==> src/rtl/vga_layer_mixer.sv <==
// vga_layer_mixer: priority layer composite over a background, frame-synced global fade, registered VGA pins.
module vga_layer_mixer #(
  parameter int          LAYERS      = 4,
  parameter logic [23:0] BG_COLR     = 24'h6BE9F2,
  parameter int          FADE_FRAMES = 2
) (
  input  logic                   i_clk_pix,
  input  logic                   i_rst_n,
  input  logic                   i_frame,
  input  logic                   i_hsync,
  input  logic                   i_vsync,
  input  logic                   i_de,
  input  logic [LAYERS-1:0]      i_layer_active,
  input  logic [LAYERS-1:0]      i_layer_drawing,
  input  logic [24*LAYERS-1:0]   i_layer_colr,
  input  logic                   i_fade_out,
  input  logic                   i_fade_in,
  output logic                   o_fade_busy,
  output logic                   o_fade_done,
  output logic                   vga_hsync,
  output logic                   vga_vsync,
  output logic                   vga_blank_n,
  output logic                   vga_sync_n,
  output logic [7:0]             vga_r,
  output logic [7:0]             vga_g,
  output logic [7:0]             vga_b
);
  localparam int CW = $clog2(FADE_FRAMES + 1);
  typedef enum logic [1:0] {IDLE, FADE_OUT, BLACK, FADE_IN} state_t;
  state_t        state_q, state_d;
  logic [4:0]    level_q, level_d;
  logic [CW-1:0] cnt_q, cnt_d;
  logic          done_q, done_d;
  logic [23:0]   colr_q, colr_d;
  logic [23:0]   rgb_q, rgb_d;
  logic [2:0]    sync1_q, sync1_d;
  logic [2:0]    sync2_q, sync2_d;
  logic          found;
  function automatic logic [7:0] scale(input logic [7:0] c, input logic [4:0] l);
    logic [12:0] p;
    p = {5'd0, c} * {8'd0, l};
    return 8'(p >> 4);
  endfunction
  // The first active layer owns the pixel even where it is transparent.
  always_comb begin
    colr_d = BG_COLR;
    found = 1'b0;
    for (int k = 0; k < LAYERS; k++)
      if (!found && i_layer_active[k]) begin
        found = 1'b1;
        colr_d = i_layer_drawing[k] ? i_layer_colr[24*k +: 24] : BG_COLR;
      end
  end
  always_comb begin
    sync1_d = {i_hsync, i_vsync, i_de};
    sync2_d = sync1_q;
    rgb_d = sync1_q[0] ? {scale(colr_q[23:16], level_q), scale(colr_q[15:8], level_q),
                          scale(colr_q[7:0], level_q)} : 24'd0;
  end
  always_comb begin
    state_d = state_q;
    level_d = level_q;
    cnt_d = cnt_q;
    done_d = 1'b0;
    if (i_fade_out && (state_q == IDLE || state_q == FADE_IN)) begin
      state_d = FADE_OUT;
      cnt_d = '0;
    end else if (i_fade_in && !i_fade_out && (state_q == BLACK || state_q == FADE_OUT)) begin
      state_d = FADE_IN;
      cnt_d = '0;
    end else if (o_fade_busy && i_frame) begin
      if (cnt_q == CW'(FADE_FRAMES - 1)) begin
        cnt_d = '0;
        level_d = state_q == FADE_OUT ? level_q - 5'd1 : level_q + 5'd1;
        if (level_d == 5'd0) begin
          state_d = BLACK;
          done_d = 1'b1;
        end else if (level_d == 5'd16) begin
          state_d = IDLE;
          done_d = 1'b1;
        end
      end else begin
        cnt_d = cnt_q + CW'(1);
      end
    end
  end
  always_ff @(posedge i_clk_pix) begin
    if (!i_rst_n) begin
      state_q <= IDLE;
      level_q <= 5'd16;
      cnt_q <= '0;
      done_q <= 1'b0;
      colr_q <= '0;
      rgb_q <= '0;
      sync1_q <= '0;
      sync2_q <= '0;
    end else begin
      state_q <= state_d;
      level_q <= level_d;
      cnt_q <= cnt_d;
      done_q <= done_d;
      colr_q <= colr_d;
      rgb_q <= rgb_d;
      sync1_q <= sync1_d;
      sync2_q <= sync2_d;
    end
  end
  assign o_fade_busy = state_q == FADE_OUT || state_q == FADE_IN;
  assign o_fade_done = done_q;
  assign vga_hsync = sync2_q[2];
  assign vga_vsync = sync2_q[1];
  assign vga_blank_n = sync2_q[0];
  assign vga_sync_n = 1'b1;
  assign vga_r = rgb_q[23:16];
  assign vga_g = rgb_q[15:8];
  assign vga_b = rgb_q[7:0];
endmodule

==> config.mk <==
export PLATFORM = sky130hd
export DESIGN_NAME = vga_layer_mixer
export DESIGN_NICKNAME = d
export VERILOG_FILES = /design/src/rtl/vga_layer_mixer.sv
export SDC_FILE = /design/constraint.sdc
export NUM_CORES = 1
export LEC_CHECK = 0
export CORE_UTILIZATION = 46
export DETAILED_ROUTE_END_ITERATION = 6
export GPL_ROUTABILITY_DRIVEN = 0
export HOLD_SLACK_MARGIN = 0.15
export PLACE_DENSITY = 0.89
export SETUP_SLACK_MARGIN = 0.1
export SLEW_MARGIN = 10
export SYNTH_ARGS = -nofsm -noshare
export SYNTH_HDL_FRONTEND = slang
export SYNTH_SLANG_ARGS = --single-unit
==> constraint.sdc <==
create_clock -name i_clk_pix -period 3.7 [get_ports i_clk_pix]
set_input_delay 0.74 -clock i_clk_pix [delete_from_list [all_inputs] [get_ports i_clk_pix]]
set_output_delay 0.74 -clock i_clk_pix [all_outputs]
set_load 0.01 [all_outputs]
==> impl_metrics.csv <==
group,metric,value,unit
run_status,status,"completed",
floorplanning,die-area,0.0132,mm²
flow_run,maxCapViolations,0,
timing,rsz0062_at_grt,"yes",
worst_setup_path,start_kind,"register",
worst_setup_path,crit_arrival,3.76,ns
final_layout,n_antenna_cell,0,
place,port_buffers,140,
routing,drtIter0Drc,388,
floorplanning,ioPinCount,142,
final_layout,layout_common_cells,"140 x clkdlybuf4s50_1, 86 x nand2_1, 79 x inv_1, 76 x and2_1, 64 x dfxtp_1",
synth,synthesis.area,0.00586,mm²
synth,syn_inst,693,
routing,antenna_left,0,
floorplanning,initial_utilization,0.480,
timing,slew_violations,0,
synth,yosys.area_share.adder,0.295,
timing,fin_ws,0.164,ns
synth,synth-simple-area-share,0.251,
routing,first_pass_iters,6,
synth,avgSynthCellArea,8.46,µm²
floorplanning,core_area,0.0122,mm²
final_layout,layout_commonest_cell,"clkdlybuf4s50_1",
timing,fin_tns_setup,0,ns
synth,ys.flop_type,"dfxtp_1",
clocking,cts_sinks,64,
worst_setup_path,path_class,"reg -> reg",
timing,finClkSkew,0.00959,ns
final_layout,nNetsFinal,1054,
final_layout,area_growth,36.7,%
grt,grt_pass1_vias,5521,
worst_setup_path,r2r_cells,12,
power,intPower,1620,µW
power,peakVddDrop,0.231,mV
routing,drc,0,
clocking,cts_buffers,9,
place,placed_cell_area,0.00746,mm²
timing,max_slew_margin,0.517,
final_layout,layout-drive-gt1-share,0.0728,
timing,holdWs,0.437,ns
routing,via_count,5472,
place,pre_cts_ws,0.186,ns
place,hpwl,11.8,mm
synth,synth_edf_count,0,
clocking,cts.reportedPaths.clkPinSlew,0.06,ns
timing,setup_violations,0,
synth,yosysWarnings,0,
synth,ys_seq_area_frac,0.219,
worst_setup_path,path_max_fanout,10,
floorplanning,die_height,115,µm
clocking,ctsHtreeMaxLevel,3,
grt,grt_max_degree,38,
synth,synthXorXnorAreaFrac,0.0448,
power,leakage,0.00349,µW
grt,grt_overflow,0,
timing,max_freq,283,MHz
power,swShare,0.246,
grt,track_usage,0.248,
synth,muxShareOfSynthArea,0.00512,
routing,routed_wirelength,16.2,mm
timing,period_needed,3.54,ns
clocking,cts_tree,"done",
timing,post-route-period-util,0.956,
clocking,clockRootBuffer,"clkbuf_16",
floorplanning,die_w,115,µm
worst_setup_path,crit_path_end_kind,"register",
final_layout,final_cell_area,0.00802,mm²
synth,async_flop_share,0,
clocking,ctsHoldBuffers,0,
power,switching_power,528,µW
grt,antenna_found_initial,0,
grt,grt_pass1_wl,25.5,mm
power,p_per_area,268,mW/mm²
clocking,cts_buffer_depth,2,
power,power_frac_seq,0.351,
power,comb_power_share,0.181,
power,pwr-share-clk,0.468,
synth,syn_nets,914,
synth,synth_top_family_by_area,"adder cells",
clocking,clk_latency,0.34,ns
synth,synth_compound_area_frac,0.112,
synth,synth_cell_types,50,
timing,hold_viol,0,
synth,synth-seq-cells,64,
min_path,hp-class,"reg -> reg",
worst_setup_path,crit_required,3.93,ns
min_path,hold_depth,1,
routing,routed_via_density,5.44,
routing,wl_per_cell,16.1,µm
floorplanning,rows,40,
timing,tightest_slew,0.723,ns
[worst max-delay path: stages (launching register included)]
cell and delay, ns:
dfxtp_1 0.35, buf_4 0.17, nand2_1 0.08, fa_1 0.56, fa_1 0.45, fa_1 0.53
inv_1 0.07, ha_1 0.36, a21oi_1 0.27, o21ai_1 0.11, a21oi_1 0.25, a211o_1 0.17
nand2_1 0.06
[Yosys cell counts (3+ instances only)]
library cell  count  area [µm²]
xnor2_1          15         131
mux2i_1           3        30.0
nand3b_1         14         105
fa_1             49         981
xor2_1           15         131
a41oi_1           3        26.3
o211ai_1          8        60.1
nand2_1          87         327
o31a_1            3        26.3
nor3_1           20         100
buf_2             3        15.0
nand4_1           7        43.8
o21ai_0           6        30.0
nor2_1           46         173
nand3_1          13        65.1
nor2b_1           6        37.5
a21o_1            4        30.0
buf_4             4        30.0
nand2b_1          3        18.8
o22ai_1          14        87.6
clkbuf_1         20        75.1
a21boi_1          9        67.6
or3_1             3        18.8
o2111ai_1         3        26.3
a21oi_1          19        95.1
and2_1           77         482
a222oi_1          9        90.1
ha_1             60         751
inv_1            79         297
dfxtp_1          64        1280
[final timing paths]
kind | startpoint | endpoint | slack [ns]
worst max-delay path | level_q[2] | rgb_q[22] | 0.16
worst min-delay path | sync1_q[1] | sync2_q[1] | 0.44
worst max register to register | level_q[2] | rgb_q[22] | 0.16
worst min register to register | sync1_q[1] | sync2_q[1] | 0.44
[per-layer routing]
metal	part of all wire	vias up	track usage
li1	-	2571	-
met1	0.41	2583	0.290
met2	0.50	282	0.449
met3	0.070	36	0.0459
met4	0.021	0	0.0935
met5	0	-	0
[power groups by stage]
| stage | Combinational [µW] | Sequential, µW | Clock (µW) |
|---|---|---|---|
| after floorplan | 181 | 755 | 0 |
| after global placement | 359 | 764 | 0 |
| after detailed placement | 367 | 765 | 0 |
| after CTS | 373 | 751 | 1010 |
| after global routing | 423 | 755 | 1050 |
| final | 388 | 753 | 1000 |
[timing repair]
item | CTS | global route
cloned | 0 | 0
pin swaps | 0 | 9
endpoints found under the setup margin | 1 | 13
gates resized for setup | 1 | 26
buffers inserted | 0 | 5
[area by class of cell]
| cell class | count | area (µm²) |
|---|---|---|
| well taps | 168 | 210 |
| inverters | 79 | 297 |
| multi-input cells | 521 | 4310 |
| clock inverters | 6 | 115 |
| clock buffers | 10 | 239 |
| fillers | 922 | 4200 |
| flip-flops and latches | 64 | 1280 |
| repair buffers | 158 | 1560 |
[flip-flops by register name, summed over array words and instances, names as in the netlist]
name / count
state_q: 2
o_fade_done: 1
cnt_q: 2
sync1_q: 3
sync2_q: 3
level_q: 5
colr_q: 24
rgb_q: 24
[through the flow]
stage                     utilization  total power, µW  instances
final                           0.656             2140       1006
after global routing            0.656             2230       1006
after CTS                       0.640             2130       1001
after detailed placement        0.611             1130        985
after global placement          0.611             1120        985
after floorplan                     -              936        693
[cell families (layout without fill, tap and decap cells)]
family	after synthesis	count (layout)
AOI/OAI and AO/OA	92	92
xor gates and xnor gates	30	30
adders and majority gates	109	109
buffers and inverters	108	253
DFF	64	64
muxes	3	3
other	1	1
and+or+nand+nor	286	286
No activity file was read; power rests on OpenSTA's default activity.
